===== src/rtl/mod_timer_irq.sv =====
// rtl/mod_timer_irq.sv - memory-mapped programmable timer driving the interrupt controller's i_timer input
//
// Counts prescaled clock ticks. When COUNT matches COMPARE on a tick, it emits a one-cycle
// interrupt pulse and then either reloads COUNT to 0 (periodic) or stops (one-shot).
// All state is updated on the falling edge of clk.
//
// Register map (daddr[3:0]):
//   0x0 COUNT     0x4 COMPARE
//   0x8 CTRL      {28'b0, MATCH, OVF, PER, EN}
//   0xC PRESCALE  (present only when the prescaler is built in)
// OVF and MATCH are sticky: writing 0 clears them, writing 1 leaves them unchanged.
//
// Build option: MOD_TIMER_PRESCALER_EN
//   defined   - PRESCALE register exists; one tick every PRESCALE+1 enabled cycles
//   undefined - no prescaler; one tick every enabled cycle; 0xC reads 0 and ignores writes
//
// Ports:
//   clk      system clock (state updates on negedge)
//   rst      synchronous active-low reset
//   ie       instruction-bus enable (unused)
//   de       data-bus enable
//   iaddr    instruction address (unused)
//   daddr    data address; only bits [3:0] are decoded
//   drw      bit0 write strobe, bit1 read strobe
//   din      write data
//   iout     instruction read data, always 0
//   dout     combinational data read mux; unmapped offsets read 0
//   i_timer  registered one-cycle interrupt pulse

module mod_timer_irq #(
  parameter int          PRESCALE_W = 16,
  parameter logic [31:0] CMP_RESET  = 32'hFFFFFFFF
) (
  input  logic        clk,
  input  logic        rst,
  input  logic        ie,
  input  logic        de,
  input  logic [31:0] iaddr,
  input  logic [31:0] daddr,
  input  logic [1:0]  drw,
  input  logic [31:0] din,
  output logic [31:0] iout,
  output logic [31:0] dout,
  output logic        i_timer
);

  logic [31:0] count_q, count_d;
  logic [31:0] compare_q, compare_d;
  logic        en_q, en_d;
  logic        per_q, per_d;
  logic        ovf_q, ovf_d;
  logic        match_q, match_d;
  logic        irq_q, irq_d;

  logic [3:0]  off;
  logic        wr;
  logic        wr_count, wr_compare, wr_ctrl;
  logic        tick;
  logic        is_match;
  logic [31:0] prescale_rd;

  assign off        = daddr[3:0];
  assign wr         = de & drw[0];
  assign wr_count   = wr && (off == 4'h0);
  assign wr_compare = wr && (off == 4'h4);
  assign wr_ctrl    = wr && (off == 4'h8);

`ifdef MOD_TIMER_PRESCALER_EN
  logic                  wr_prescale;
  logic [PRESCALE_W-1:0] prescale_q, prescale_d;
  logic [PRESCALE_W-1:0] pre_cnt_q, pre_cnt_d;

  assign wr_prescale = wr && (off == 4'hC);

  always_comb begin
    prescale_d = prescale_q;
    pre_cnt_d  = pre_cnt_q;
    tick       = 1'b0;
    if (wr_prescale) prescale_d = din[PRESCALE_W-1:0];
    if (en_q) begin
      if (pre_cnt_q == prescale_q) begin
        tick      = 1'b1;
        pre_cnt_d = '0;
      end else begin
        pre_cnt_d = pre_cnt_q + PRESCALE_W'(1);
      end
    end else begin
      pre_cnt_d = '0;
    end
    // A new divisor or a disable restarts the divider from zero.
    if (wr_prescale || (wr_ctrl && !din[0])) pre_cnt_d = '0;
  end

  always_ff @(negedge clk) begin
    if (!rst) begin
      prescale_q <= '0;
      pre_cnt_q  <= '0;
    end else begin
      prescale_q <= prescale_d;
      pre_cnt_q  <= pre_cnt_d;
    end
  end

  assign prescale_rd = {{(32-PRESCALE_W){1'b0}}, prescale_q};
`else
  localparam int unused_prescale_w = PRESCALE_W;
  assign tick        = en_q;
  assign prescale_rd = 32'h0;
`endif

  assign is_match = tick && (count_q == compare_q);

  always_comb begin
    count_d   = count_q;
    compare_d = compare_q;
    en_d      = en_q;
    per_d     = per_q;
    ovf_d     = ovf_q;
    match_d   = match_q;
    irq_d     = 1'b0;

    if (wr_compare) compare_d = din;

    // A bus write to COUNT wins over any tick in the same cycle: no increment, no pulse.
    if (wr_count) begin
      count_d = din;
    end else if (tick) begin
      if (is_match) begin
        irq_d   = 1'b1;
        match_d = 1'b1;
        if (per_q) count_d = 32'h0;
        else       en_d    = 1'b0;
      end else begin
        count_d = count_q + 32'd1;
        if (count_q == 32'hFFFFFFFF) ovf_d = 1'b1;
      end
    end

    // CTRL writes take precedence over the hardware updates above.
    if (wr_ctrl) begin
      en_d    = din[0];
      per_d   = din[1];
      ovf_d   = ovf_q & din[2];
      match_d = match_q & din[3];
    end
  end

  always_ff @(negedge clk) begin
    if (!rst) begin
      count_q   <= 32'h0;
      compare_q <= CMP_RESET;
      en_q      <= 1'b0;
      per_q     <= 1'b0;
      ovf_q     <= 1'b0;
      match_q   <= 1'b0;
      irq_q     <= 1'b0;
    end else begin
      count_q   <= count_d;
      compare_q <= compare_d;
      en_q      <= en_d;
      per_q     <= per_d;
      ovf_q     <= ovf_d;
      match_q   <= match_d;
      irq_q     <= irq_d;
    end
  end

  always_comb begin
    dout = 32'h0;
    case (off)
      4'h0:    dout = count_q;
      4'h4:    dout = compare_q;
      4'h8:    dout = {28'h0, match_q, ovf_q, per_q, en_q};
      4'hC:    dout = prescale_rd;
      default: dout = 32'h0;
    endcase
  end

  assign iout    = 32'h0;
  assign i_timer = irq_q;

  logic unused_ok;
  assign unused_ok = &{1'b0, ie, iaddr, daddr[31:4], drw[1]};

endmodule


===== config.mk =====
export PLATFORM = sky130hd
export DESIGN_NAME = mod_timer_irq
export DESIGN_NICKNAME = d
export VERILOG_FILES = /design/src/rtl/mod_timer_irq.sv
export SDC_FILE = /design/constraint.sdc
export NUM_CORES = 1
export LEC_CHECK = 0
export CAP_MARGIN = 15
export CELL_PAD_IN_SITES_DETAIL_PLACEMENT = 1
export CELL_PAD_IN_SITES_GLOBAL_PLACEMENT = 2
export CORE_MARGIN = 10
export CORE_UTILIZATION = 27
export CTS_CLUSTER_SIZE = 8
export DETAILED_ROUTE_END_ITERATION = 8
export PLACE_DENSITY = 0.85
export SLEW_MARGIN = 15
export SYNTH_ARGS = -nofsm -noshare
export SYNTH_HDL_FRONTEND = slang
export SYNTH_SLANG_ARGS = --single-unit

===== constraint.sdc =====
create_clock -name clk -period 5.5 [get_ports clk]
set_input_delay 0.55 -clock clk [delete_from_list [all_inputs] [get_ports clk]]
set_output_delay 0.55 -clock clk [all_outputs]
set_load 0.02 [all_outputs]

==> flow_summary.ini, run 1 <==
[status]
status = finished, final reports clean

[yosys]
synthArstFlopShare = 0
ys_warn_count = 0
synth_edf_count = 0
synth_top_area_cell = dfxtp_1
synthSimpleGateAreaFrac = 0.294
synth.distinct_cells = 56
synth_xor_xnor_area_share = 0.0880
ys_seq_area_frac = 0.295
ys.flop_type = dfxtp_1
ys_top_cells_by_area = dfxtp_1, nand2_1, nand3_1
synth_compound_area_frac = 0.191
postSynthCellCount = 621
synth_top_family_by_area = simple AND/OR/NAND/NOR gates
synth_mux_area_frac = 0.00428
synth_top_area_share = 0.295
ys_ff_latch = 69
synth_adder_area_share = 0.00267
synth.avg_cell_area_um2 = 7.54
synthesis.area_um2 = 4680

[power_and_ir_drop]
p_clk_frac = 0.563
p_leak_uw = 0.00256
share_seq_of_total_power = 0.344
switching_share = 0.319
switchingPower_uw = 481
power_density_nw_per_um2 = 248
power_frac_comb = 0.093
ir_drop_uv = 141
internal_power_uw = 1030

[cts]
post_cts_buffers = 0
tritoncts = yes
ctsHtreeMaxLevel = 3
postCtsHoldBufs = 0
clkSinkCount = 69
clock-root-buffer = clkbuf_16
cts_resized = 0
clock_latency_ns = 0.42
cts.path.max_buffers = 2
clk_pin_slew_ns = 0.04
cts_made_buffers = 9

[final_layout]
layout.nets = 845
layout_commonest_cell = nand2_1
layout_common_cells = nand2_1, inv_1, nand3_1
fin_area_um2 = 6070
instances_no_fill = 972
antenna_cells = 0
synthToLayoutAreaGrowth_pct = 29.8
drive_gt1_frac = 0.0776

[grt]
first_global_vias = 5746
grt_overflow_total = 0
grt_usage = 0.171
grt_max_degree = 55
antenna_found_initial = 0
grt_pass1_wl_um = 30600

[timing]
max_slew_margin = 0.248
worst_pin_slew_ns = 1.12
skew_ns = 0.0239
finalSetupViolCount = 0
rsz0062_at_grt = no
slew_viol_final = 0
hold_viol = 0
timing.hold.ws_ns = 0.493
setup-tns-final_ns = 0

[floorplan]
start_util = 0.273
die_width_um = 152
dieArea_um2 = 23000
rows = 48
core_um2 = 17100
chipHeight_um = 152
io_pins = 167

[placement]
dpl.cell_count = 888
place.gp.congestion = 0.884
placed_area_um2 = 5510
place_hpwl_um = 13900
placement.io_buffers = 72

[job]
cap_violations = 0

[drt]
vias_per_cell = 5.35
vias = 5204
routed_wl_um = 19600
drt_iter0_markers = 342
ant_nets = 0
drtPass1Iterations = 7
drc = 0
wl_per_cell_um = 20.1

[min_path]
worstHoldPathType = flip-flop to flip-flop

[setup_path]
path_class = flip-flop to primary output
required_ns = 4.95
cp-end-kind = primary output
cp_max_fo = 8
arrival_ns = 4.58
startpoint_type = flip-flop
state kept, by name, indices dropped and copies added, names as in the netlist:
register,flops
en_q,1
per_q,1
match_q,1
compare_q,32
count_q,32
ovf_q,1
i_timer,1
synth_stat cells (9+ instances only):
cell,count
nand2_1,104
dfxtp_1,69
and3_1,13
a32oi_1,10
o21ai_0,15
clkbuf_1,45
nand4_1,27
inv_1,9
a21oi_1,24
nor4_1,13
xnor2_1,37
buf_4,32
nand3_1,72
nor2_1,19
xor2_1,10
a31oi_1,10
a22o_1,27
layout make-up:
| cell class | count | area, µm² |
|---|---|---|
| timing repair buffer | 101 | 946 |
| clock buffer | 9 | 225 |
| tap | 225 | 282 |
| fill | 2141 | 11000 |
| sequential | 69 | 1380 |
| inverter | 9 | 33.8 |
| clock inverter | 76 | 345 |
| multi-input combinational | 483 | 2860 |
path summary, 6_finish.rpt:
path	start	end	slack, ns	depth (start not counted)
setup / recovery	count_q[0]$_SDFFE_NN0P_	dout[0]	0.37	3
hold / removal	compare_q[16]$_SDFFE_NN1P_	compare_q[16]$_SDFFE_NN1P_	0.49	2
setup reg to reg	count_q[21]$_SDFFE_NN0P_	count_q[24]$_SDFFE_NN0P_	2.00	7
hold reg to reg	compare_q[16]$_SDFFE_NN1P_	compare_q[16]$_SDFFE_NN1P_	0.49	2
cells by family (layout without fill, tap and decap cells):
family,after synthesis,in the layout
mux,2,2
simple gates,279,279
flops,69,69
fa+ha+maj,1,1
buf+inv,100,195
compound gates,122,122
xor+xnor,47,47
other cells,1,32
critical path: stages, from the launching register on:
cell	delay, ns
dfxtp_1	0.39
a222oi_1	0.42
inv_1	0.07
clkdlybuf4s50_1	0.55
metrics by stage:
| stage | util | setup WS (ns) | power (µW) |
|---|---|---|---|
| after floorplan | - | 0.465 | 688 |
| after global placement | 0.322 | 0.224 | 739 |
| after detailed placement | 0.322 | 0.198 | 741 |
| after CTS | 0.355 | 0.324 | 1540 |
| after global routing | 0.355 | 0.292 | 1610 |
| final | 0.355 | 0.374 | 1510 |
power groups by stage:
stage	clock network (µW)	logic, µW	registers [µW]
2_1_floorplan	77.2	90.0	521
3_3_place_gp	77.2	136	525
3_5_place_dp	77.2	138	526
4_1_cts	883	139	519
5_1_grt	946	150	519
6_report	850	140	519
metal layers:
metal,wire (µm),global-route usage,up-vias
met5,0,0,-
met4,367,0.0829,0
met3,1420,0.0621,26
met2,9500,0.281,192
met1,8300,0.193,2566
li1,-,-,2420
No activity file was read; power rests on OpenSTA's default activity.
==> run 2: changes to the inputs <==
- CORE_UTILIZATION: 27 -> 22
- PLACE_DENSITY: 0.85 -> 0.77
- clock period: 5.5 -> 4.41 ns (I/O delays scaled with it)
==> run 2 against run 1 <==
- combinational power increased by 31%
- cell count increased by 7.0%
- first-iteration DRC count decreased by 18%
- power increased by 26%
- clock skew about the same
- utilization decreased by 5.3 points
- sequential power increased by 24%
- highest routed layer unchanged
==> flow_summary.ini, run 2 (synthesized netlist as in run 1, its figures left out) <==
[timing]
skew_ns = 0.0243
rsz0062_at_grt = no
slew_viol_final = 0
finalSetupViolCount = 0
hold_viol = 0
worst_pin_slew_ns = 0.913
setup-tns-final_ns = 0
max_slew_margin = 0.385

[min_path]
hold_path_startpoint = compare_q[9]$_SDFFE_NN1P_
holdPathStages = 2
min_to = compare_q[9]$_SDFFE_NN1P_
worstHoldPathType = flip-flop to flip-flop

[setup_path]
cp_max_fo = 8
startpoint_type = flip-flop
path_buf_inv = 1
r2r_end = count_q[24]$_SDFFE_NN0P_
r2r_slack_ns = 1.45
cp_cell_sequence = a22o_1 > clkdlybuf4s50_1
crit_cells = 2
required_ns = 3.97
cpPeakStageDelay_ns = 0.61
cp_top_family = buffers and inverters
cp-end-kind = primary output
path_class = flip-flop to primary output
arrival_ns = 3.90
rr_startpoint = count_q[5]$_SDFFE_NN0P_
slowest_stage = clkdlybuf4s50_1
r2r_cells = 8

[power_and_ir_drop]
power_density_nw_per_um2 = 301
p_leak_uw = 0.00275
finalPower_uw = 1900
ir_drop_uv = 183

[cts]
clock_latency_ns = 0.42
ctsHtreeMaxLevel = 3
clk_pin_slew_ns = 0.05
cts_made_buffers = 9
tritoncts = yes
clock-root-buffer = clkbuf_16
cts.path.max_buffers = 2
post_cts_buffers = 0
clkSinkCount = 69
postCtsHoldBufs = 0

[floorplan]
rows = 53
dieArea_um2 = 27500
chipHeight_um = 166
die_width_um = 166
core_um2 = 21000
io_pins = 167
start_util = 0.223

[drt]
wl_met1_um = 8950
wl_per_cell_um = 18.8
drc = 0
ant_nets = 0
drt_iter0_markers = 282
vias = 5119
routed_wl_um = 19600
drtPass1Iterations = 5
routed.top_layer = met4
vias_per_cell = 4.92
met3_length_um = 1200
wl_met2_um = 9160

[final_layout]
fillCellCount = 2649
antenna_cells = 0
drive_gt1_frac = 0.107
layout_commonest_cell = nand2_1
postLayoutCoreUtil = 0.301
fin_area_um2 = 6320
synthToLayoutAreaGrowth_pct = 35.0
layout_common_cells = nand2_1, inv_1, nand3_1
largestRegisters = compare_q: 32 flops, count_q: 32 flops
layout.nets = 863

[placement]
place.gp.congestion = 0.894
placement.io_buffers = 72
placed_area_um2 = 5720
place_hpwl_um = 13900

[grt]
grt_max_degree = 55
grt_usage = 0.138
antenna_found_initial = 0
first_global_vias = 5557
grt_overflow_total = 0
grt_pass1_wl_um = 30700

[job]
cap_violations = 0

[status]
status = finished, final reports clean
-- run 2: changes by cell type in the layout (fill, tap and decap cells not counted), moves of 2 or more --
cell	before	now
buf_12	1	3
buf_4	28	44
clkdlybuf4s50_1	71	65
clkinv_4	0	2
clkinvlp_2	2	0
dfxtp_1	69	63
dfxtp_2	0	6
dlygate4sd2_1	0	3
dlymetal6s2s_1	0	3
-- run 2: report_power, final --
part	switching (µW)	total [µW]	internal [µW]
Clock	493	1080	582
Combinational	109	184	74.8
Sequential	8.28	644	636
Total	611	1900	1290
-- run 2: how the worst max path moves through the flow --
| stage | start | end |
|---|---|---|
| 2_1_floorplan | daddr[1] | count_q[10]$_SDFFE_NN0P_ |
| 3_3_place_gp | daddr[1] | count_q[29]$_SDFFE_NN0P_ |
| 3_5_place_dp | daddr[2] | count_q[29]$_SDFFE_NN0P_ |
| 4_1_cts | ovf_q$_SDFFE_NN0P_ | dout[2] |
| 5_1_grt | count_q[24]$_SDFFE_NN0P_ | dout[24] |
| 6_report | count_q[19]$_SDFFE_NN0P_ | dout[19] |
-- run 2: cell type report --
class	instances	area, µm²	area share
multi-input cells	483	2860	0.453
flip-flops and latches	69	1390	0.220
repair buffers	119	1110	0.176
clock inverters	76	355	0.0563
well taps	275	344	0.0545
clock buffers	9	225	0.0357
inverters	9	33.8	0.00535
-- run 2: worst reg2reg max path, stage by stage, from the launching register on --
cell and delay [ns]:
dfxtp_1 0.30, buf_4 0.16, xor2_1 0.17, or4_4 0.55
or4_4 0.51, o41ai_4 0.40, buf_4 0.38, nand2_1 0.19
o221ai_1 0.21
-- run 2: repair_timing --
item,4_1_cts,5_1_grt
resized for setup,3,10
pin swaps,3,0
hold endpoints to repair,0,0
setup endpoints to repair,3,11
-- run 2: stage by stage --
stage / instances / hold slack [ns] / setup slack [ns]
2_1_floorplan: 652 / 0.449 / 0.0292
3_3_place_gp: 956 / 0.483 / -0.294
3_5_place_dp: 956 / 0.492 / -0.293
4_1_cts: 1040 / 0.496 / 0.0228
5_1_grt: 1040 / 0.519 / 0.00678
6_report: 1040 / 0.494 / 0.0728
-- run 2: per-layer routing --
layer  up-vias  global-route usage
met3        23              0.0532
met1      2498               0.167
met2       144               0.217
li1       2454                   -
met4         0              0.0508
met5         -                   0
